`config.mk`:
```
export PLATFORM = sky130hd
export DESIGN_NAME = sobel_stream_out
export DESIGN_NICKNAME = d
export VERILOG_FILES = /design/src/rtl/sobel_stream_out.sv
export SDC_FILE = /design/constraint.sdc
export NUM_CORES = 1
export LEC_CHECK = 0
export ABC_AREA = 1
export CORE_ASPECT_RATIO = 1.4
export CORE_MARGIN = 2
export CORE_UTILIZATION = 67
export DETAILED_ROUTE_END_ITERATION = 10
export PLACE_DENSITY = 0.95
export SYNTH_ARGS = -nofsm -noshare
export SYNTH_HDL_FRONTEND = slang
export SYNTH_SLANG_ARGS = --single-unit
export TNS_END_PERCENT = 1
```
`constraint.sdc`:
```
create_clock -name clk -period 4.55 [get_ports clk]
set_input_delay 1.1375 -clock clk [delete_from_list [all_inputs] [get_ports clk]]
set_output_delay 1.1375 -clock clk [all_outputs]
set_load 0.05 [all_outputs]
```
`src/rtl/sobel_stream_out.sv`:
```
// sobel_stream_out: output stage of the Sobel edge filter.
// Takes the valid-only gradient stream and optionally binarises it against
// a threshold latched once per frame. Each pixel is tagged with sof/eol/eof,
// queued in a small FIFO and presented on a registered valid/ready stream.
//
// Output handshake: a beat transfers on any rising clk edge where
// m_valid && m_ready. While m_valid is high and m_ready is low, m_data and
// all tags are held stable. m_valid never drops without a transfer, except
// on rst.
module sobel_stream_out #(
  parameter int WIDTH      = 128,
  parameter int HEIGHT     = 128,
  parameter int FIFO_DEPTH = 16
) (
  input  logic       clk,
  input  logic       rst,
  input  logic       valid_in,
  input  logic [7:0] pixel_in,
  input  logic       thresh_en,
  input  logic [7:0] threshold,
  output logic       m_valid,
  input  logic       m_ready,
  output logic [7:0] m_data,
  output logic       m_sof,
  output logic       m_eol,
  output logic       m_eof,
  output logic       overflow,
  output logic       frame_done
);

  localparam int OUT_W = WIDTH - 2;
  localparam int OUT_H = HEIGHT - 2;
  localparam int CW    = (OUT_W > 1) ? $clog2(OUT_W) : 1;
  localparam int RW    = (OUT_H > 1) ? $clog2(OUT_H) : 1;
  localparam int AW    = $clog2(FIFO_DEPTH);

  // Beat layout: {sof, eol, eof, data[7:0]}
  localparam int BW = 11;

  logic [CW-1:0] col_q;
  logic [RW-1:0] row_q;
  logic          en_q;
  logic [7:0]    thr_q;

  logic          s1_valid_q;
  logic [BW-1:0] s1_q;

  logic [BW-1:0] mem_q [FIFO_DEPTH];
  logic [AW-1:0] wr_ptr_q, rd_ptr_q;
  logic [AW:0]   count_q, count_d;

  logic          out_valid_q;
  logic [BW-1:0] out_q;
  logic          overflow_q;
  logic          frame_done_q;

  logic          sof_w, eol_w, eof_w;
  logic          en_eff;
  logic [7:0]    thr_eff;
  logic [7:0]    data_w;
  logic          pop, push_ok, drop;

  // Tag generation and threshold selection for the incoming pixel; the sof
  // pixel uses the live inputs, the rest of the frame uses the latched copy.
  always_comb begin
    sof_w   = (col_q == '0) && (row_q == '0);
    eol_w   = (col_q == CW'(OUT_W - 1));
    eof_w   = eol_w && (row_q == RW'(OUT_H - 1));
    en_eff  = sof_w ? thresh_en : en_q;
    thr_eff = sof_w ? threshold : thr_q;
    data_w  = pixel_in;
    if (en_eff) data_w = (pixel_in >= thr_eff) ? 8'hFF : 8'h00;
  end

  // Frame geometry counters and per-frame threshold latch.
  always_ff @(posedge clk) begin
    if (rst) begin
      col_q <= '0;
      row_q <= '0;
      en_q  <= 1'b0;
      thr_q <= '0;
    end else if (valid_in) begin
      if (sof_w) begin
        en_q  <= thresh_en;
        thr_q <= threshold;
      end
      if (eol_w) begin
        col_q <= '0;
        row_q <= eof_w ? '0 : row_q + 1'b1;
      end else begin
        col_q <= col_q + 1'b1;
      end
    end
  end

  // Stage 1 register: loaded every cycle, never stalls.
  always_ff @(posedge clk) begin
    if (rst) begin
      s1_valid_q <= 1'b0;
      s1_q       <= '0;
    end else begin
      s1_valid_q <= valid_in;
      s1_q       <= {sof_w, eol_w, eof_w, data_w};
    end
  end

  // FIFO control: pop whenever the output register is free or draining, and
  // accept a push when there is room or a slot frees up in the same cycle.
  always_comb begin
    pop     = (count_q != '0) && (!out_valid_q || m_ready);
    push_ok = s1_valid_q && ((count_q < (AW+1)'(FIFO_DEPTH)) || pop);
    drop    = s1_valid_q && !push_ok;
    count_d = count_q;
    case ({push_ok, pop})
      2'b10:   count_d = count_q + 1'b1;
      2'b01:   count_d = count_q - 1'b1;
      default: count_d = count_q;
    endcase
  end

  // FIFO storage, pointers and occupancy.
  always_ff @(posedge clk) begin
    if (rst) begin
      for (int i = 0; i < FIFO_DEPTH; i++) mem_q[i] <= '0;
      wr_ptr_q <= '0;
      rd_ptr_q <= '0;
      count_q  <= '0;
    end else begin
      if (push_ok) begin
        mem_q[wr_ptr_q] <= s1_q;
        wr_ptr_q        <= wr_ptr_q + 1'b1;
      end
      if (pop) rd_ptr_q <= rd_ptr_q + 1'b1;
      count_q <= count_d;
    end
  end

  // Output register, sticky overflow and end-of-frame pulse.
  always_ff @(posedge clk) begin
    if (rst) begin
      out_valid_q  <= 1'b0;
      out_q        <= '0;
      overflow_q   <= 1'b0;
      frame_done_q <= 1'b0;
    end else begin
      if (pop) begin
        out_valid_q <= 1'b1;
        out_q       <= mem_q[rd_ptr_q];
      end else if (m_ready) begin
        out_valid_q <= 1'b0;
      end
      overflow_q   <= overflow_q | drop;
      frame_done_q <= out_valid_q && m_ready && out_q[8];
    end
  end

  assign m_valid    = out_valid_q;
  assign m_data     = out_q[7:0];
  assign m_sof      = out_q[10];
  assign m_eol      = out_q[9];
  assign m_eof      = out_q[8];
  assign overflow   = overflow_q;
  assign frame_done = frame_done_q;

endmodule

```
== Yosys cells after proc, flatten, opt, wreduce, memory -nomap -nowiden ==
Memory sizes are Yosys's and may differ from the RTL's. A register that Yosys moved wholly into a read port is not among the register bits.
Cells that the tools add are included.
Cells by class
  add/subtract/negate cells: 6
  order comparisons: 2
  eq/ne operators: 4
  mux-type cells: 17
  bitwise logic cells: 1
  reductions and logical operators: 18
Operator list (number)
  2-to-1 mux 8 bit: 3
  adder 7 x 1 -> 7 bit, second input constant: 2
  == test 7 bit, second input constant: 2
  zero test 7 bit: 2
  2-to-1 mux 7 bit: 2
  2-to-1 mux 11 bit: 1
  OR reduction 11 bit: 1
  case mux 5 bit (2 select lines): 1
  2-to-1 mux 1 bit: 9
  adder 4 x 1 -> 4 bit, second input constant: 2
  greater-or-equal comparator 8 bit: 1
  logical AND 1 bit: 7
  adder 5 x 1 -> 5 bit, second input constant: 1
  less-than comparator 5 bit, second input constant: 1
  nonzero test 5 bit: 1
  subtractor 5 x 1 -> 5 bit, second input constant: 1
  2-to-1 mux 4 bit: 1
  nonzero test 2 bit: 2
  == test 2 x 1 -> 1 bit, second input constant: 1
  == test 2 bit, second input constant: 1
  zero test 1 bit: 2
  logical OR 1 bit: 2
  AND reduction 2 bit: 1
  bitwise OR 1 bit: 1
Storage, ports and cells
  flip-flop bits (word level): 51
  bits in writable memories: 176
  input bits: 21
  output and inout bits: 14
  word-level logic and storage cells: 61
  memories kept: 1
Memories
  mem_q: depth 16, bits a word 11, rd ports 1, clocked after Yosys merged registers in 1, write ports 16, line 48  | logic [BW-1:0] mem_q [FIFO_DEPTH];

== Depth between registers and ports, before layout ==
  depth after elaboration: 10
  gate-level depth with buffers: 19
  gate-level depth less buffers: 18

== Least setup slack after synthesis ==
No wires, ideal clock.
  path kind: in2reg
  start point: input m_ready
  end point: register count_q[4]
  library setup time: 0.132 ns
  data arrival time: 2.842 ns
  data required time: 4.418 ns
  slack: 1.576 ns
  stages on the path: 16
  path buffers: 1
  cells stage by stage: inv_1 nand2_1 nand2_1 inv_2 buf_4 ha_1 inv_1 fa_1 inv_1 nand2_1 a21oi_1 nor2_1 nand2_1 nand2_1 nand2_1 a21oi_1
Between the ends
  cells in the longest elaborated chain, start to end: 6
  elaborated cells between the ends (all ways): 8
  classes of those cells: eq/ne (2); mux (1); reduce/logical (5)
Ends and longest elaborated chain
  start, declared: line 22  | input logic m_ready,
  logical OR 1 bit *: line 110  | pop = (count_q != '0) && (!out_valid_q || m_ready);
  logical AND 1 bit *: line 110
  via pop: line 61  | logic pop, push_ok, drop;
  logical OR 1 bit: line 111  | push_ok = s1_valid_q && ((count_q < (AW+1)'(FIFO_DEPTH)) || pop);
  logical AND 1 bit: line 111
  == test 2 x 1 -> 1 bit / == test 2 bit (equally long branches): line 114  | case ({push_ok, pop})
  case mux 5 bit (2 select lines) / nonzero test 2 bit (equally long branches)
  end signal, assigned: line 134  | count_q <= count_d;
  end, declared: line 50  | logic [AW:0] count_q, count_d;
The timed path passes the listed nets; every way through them passes the cells marked *.
A chain may end at the register's enable or synchronous reset.

== Worst setup path in the final report ==
  start point: input m_ready
  end point: register count_q[4]
Between the ends
  cells in the longest elaborated chain, start to end: 6
  elaborated cells between the ends (all ways): 8
  classes of those cells: eq/ne (2); mux (1); reduce/logical (5)
Ends and longest elaborated chain (line)
  logical OR 1 bit *: 110
  logical AND 1 bit *: 110
  logical OR 1 bit: 111
  logical AND 1 bit: 111
  == test 2 x 1 -> 1 bit / == test 2 bit (equally long branches): 114
  case mux 5 bit (2 select lines) / nonzero test 2 bit (equally long branches)
Every way passes the cells marked *; elsewhere a longest branch is shown, timed or not.

==> flow_summary.toml <==
[power]
p_leak_nw = 5.45
power.density_nw_per_um2 = 505
irDropWorstVdd_mv = 0.375

[sta]
skew_ns = 0.0104
min_period_over_period_pct = 66.6
setup-tns-final_ns = 0
fmax_ghz = 0.330
setup_viol = 0
slew_headroom_pct = 29.9
rsz0062_at_grt = "no"
worst_pin_slew_ns = 1.05
finalMaxSlewViolations = 0
finalHoldViolations = 0
period_minus_slack_ns = 3.03

[setup_path]
r2r-start = "row_q[0]"
cp-end-kind = "register"
path_max_fanout = 8
start_kind = "primary input"
critical_path_arrival_ns = 3.40
startpoint = "m_ready"
critPathKind = "primary input to register"
cp.required_ns = 4.92

[cells_and_area]
final_nets = 1406
area_growth_pct = 8.61
fin_util_pct = 73.7
n_antenna_cell = 0
final_common_cell = "nand2_1"
drive_above_1_share_pct = 6.10
layout_common_cells = "nand2_1, nor2_1, edfxtp_1, inv_1, nand3_1"
stdcell_area_um2 = 12700

[synthesis]
syn_area_um2 = 11700
syn_avg_cell_area_um2 = 8.51
yosysSeqAreaShare_pct = 55.9
ys_ff_latch = 238
synth_cell_types = 35
synth_warnings = 0
synth_cells = 1371
synthesis.nets = 1416

[detailed_routing]
vias = 9427
detail-route-antenna-nets = 0
drt_wl_total_mm = 29.3
wl_met2_mm = 13.9
top_layer = "met4"
post_drt_wl_per_cell_um = 18.2
met3_length_mm = 3.43
wl_met1_mm = 9.57
viasPerCell = 5.84
drc = 0
dr.pass1.iters = 7
drt_iter0_drc = 1187

[clocking]
clk_latency_ns = 0.51
numCtsBuffers = 22
clockRootBuffer = "clkbuf_16"
cts.htree.levels = 1
cts.path.max_buffers = 3
cts.sinks = 238
cts.clk_slew.worst_paths_ns = 0.06
cts_tree = "yes"
hold_buffers = 0
postCtsSetupBuffers = 0
cts-resized-gates = 0

[global_routing]
antenna_found_initial = 0
grt_max_degree = 91
grt_pass1_wl_mm = 45.5
overflow = 0
grt_pass1_vias = 9041
gr-usage-all-layers_pct = 32.1

[outcome]
status = "finished clean"

[place]
port_buffers = 34
dpl-instance-area_um2 = 11900
place_congestion = 0.931
dp_hpwl_mm = 18.4

[floorplanning]
coreArea_um2 = 17200
num_rows = 57
fp.dieH_um = 160
io_pins = 35
initial_core_util_pct = 67.9
die_w_um = 116
die_area_um2 = 18500

[worst_hold_path]
min_path_type = "register to register"
min_from = "overflow"

[run]
drv_cap = 0
-- layer usage --
| layer | track usage, % | up-vias |
|---|---|---|
| li1 | - | 4289 |
| met1 | 38.8 | 4216 |
| met2 | 51.7 | 726 |
| met3 | 5.43 | 196 |
| met4 | 22.3 | 0 |
| met5 | 0 | - |
-- cells in the mapped netlist --
library cell / instances / area, µm²
o21bai_1: 1 / 7.51
nand2_4: 2 / 22.5
o21a_1: 1 / 7.51
fa_1: 1 / 20.0
xor2_1: 8 / 70.1
xnor2_1: 3 / 26.3
o21ai_2: 3 / 26.3
nor2_2: 6 / 37.5
nor2_1: 242 / 908
nand3b_1: 1 / 7.51
and3_1: 1 / 6.26
nor3_2: 1 / 10.0
clkinv_1: 2 / 7.51
buf_1: 8 / 30.0
buf_2: 21 / 105
o211ai_1: 1 / 7.51
nand3_1: 146 / 731
inv_1: 165 / 619
edfxtp_1: 176 / 5290
nor3b_1: 2 / 15.0
nand2_2: 21 / 131
o21ai_1: 6 / 30.0
nor3_4: 1 / 16.3
clkbuf_1: 19 / 71.3
ha_1: 23 / 288
dfxtp_1: 62 / 1240
a21oi_1: 32 / 160
nor3_1: 1 / 5.00
nand3_4: 1 / 17.5
buf_4: 13 / 97.6
nor2_4: 6 / 67.6
nand2_1: 368 / 1380
o21ai_0: 11 / 55.1
buf_6: 13 / 146
inv_2: 3 / 11.3
-- state kept, by name, summed over array words and instances, names as in the netlist, 5 cells and up --
name / cells
mem_q: 176
thr_q: 8
col_q: 7
row_q: 7
count_q: 5
out_q: 11
s1_q: 11
-- kinds of logic after synthesis --
logic type,share of synthesized area [%]
AO/OA/AOI/OAI,2.52
XOR/XNOR,0.826
adder cells (fa/ha/maj),2.64
buffers and inverters,9.33
flip-flops,55.9
AND/OR/NAND/NOR,28.8
-- worst max-delay path, stage by stage --
cell	delay (ns)
clkdlybuf4s50_1	0.49
inv_1	0.06
nand2_1	0.08
nand2_1	0.18
inv_2	0.11
ha_1	0.27
inv_1	0.09
fa_1	0.42
inv_1	0.07
nand2_1	0.04
a21oi_1	0.17
nor2_1	0.07
nand2_1	0.05
nand2_1	0.05
nand2_1	0.05
a21oi_1	0.05
-- path summary, 6_finish.rpt --
path / end / slack [ns] / cells after the start
worst min register to register: overflow / 0.48 / 2
worst min-delay path: overflow / 0.48 / 2
worst max-delay path: count_q[4] / 1.52 / 16
worst max register to register: s1_q[3] / 1.96 / 17
-- area by class of cell --
class                           count  area, µm²
Clock inverter                      4       71.3
Timing Repair Buffer               40        380
Fill cell                        1099       4510
Clock buffer                       36        707
Sequential cell                   238       6530
Inverter                          170        638
Multi-Input combinational cell    889       4060
Tap cell                          236        295
-- power breakdown --
part	switching, W	total [W]	leakage (nW)	internal, W
logic	0.00136	0.00189	2.75	0.000529
clock network	0.000776	0.00195	0.375	0.00118
registers	0.0000873	0.00256	2.32	0.00247
total	0.00222	0.00640	5.45	0.00418
-- stage by stage --
stage | setup WS [ns] | cells | hold WS [ns] | total power, W
finish | 1.52 | 1613 | 0.477 | 0.00640
global placement | 1.15 | 1573 | 0.460 | 0.00435
global route | 1.34 | 1613 | 0.510 | 0.00664
floorplan | 1.58 | 1371 | 0.473 | 0.00395
CTS | 1.54 | 1613 | 0.481 | 0.00633
detailed placement | 1.01 | 1573 | 0.459 | 0.00441
No activity file was read; power rests on OpenSTA's default activity.
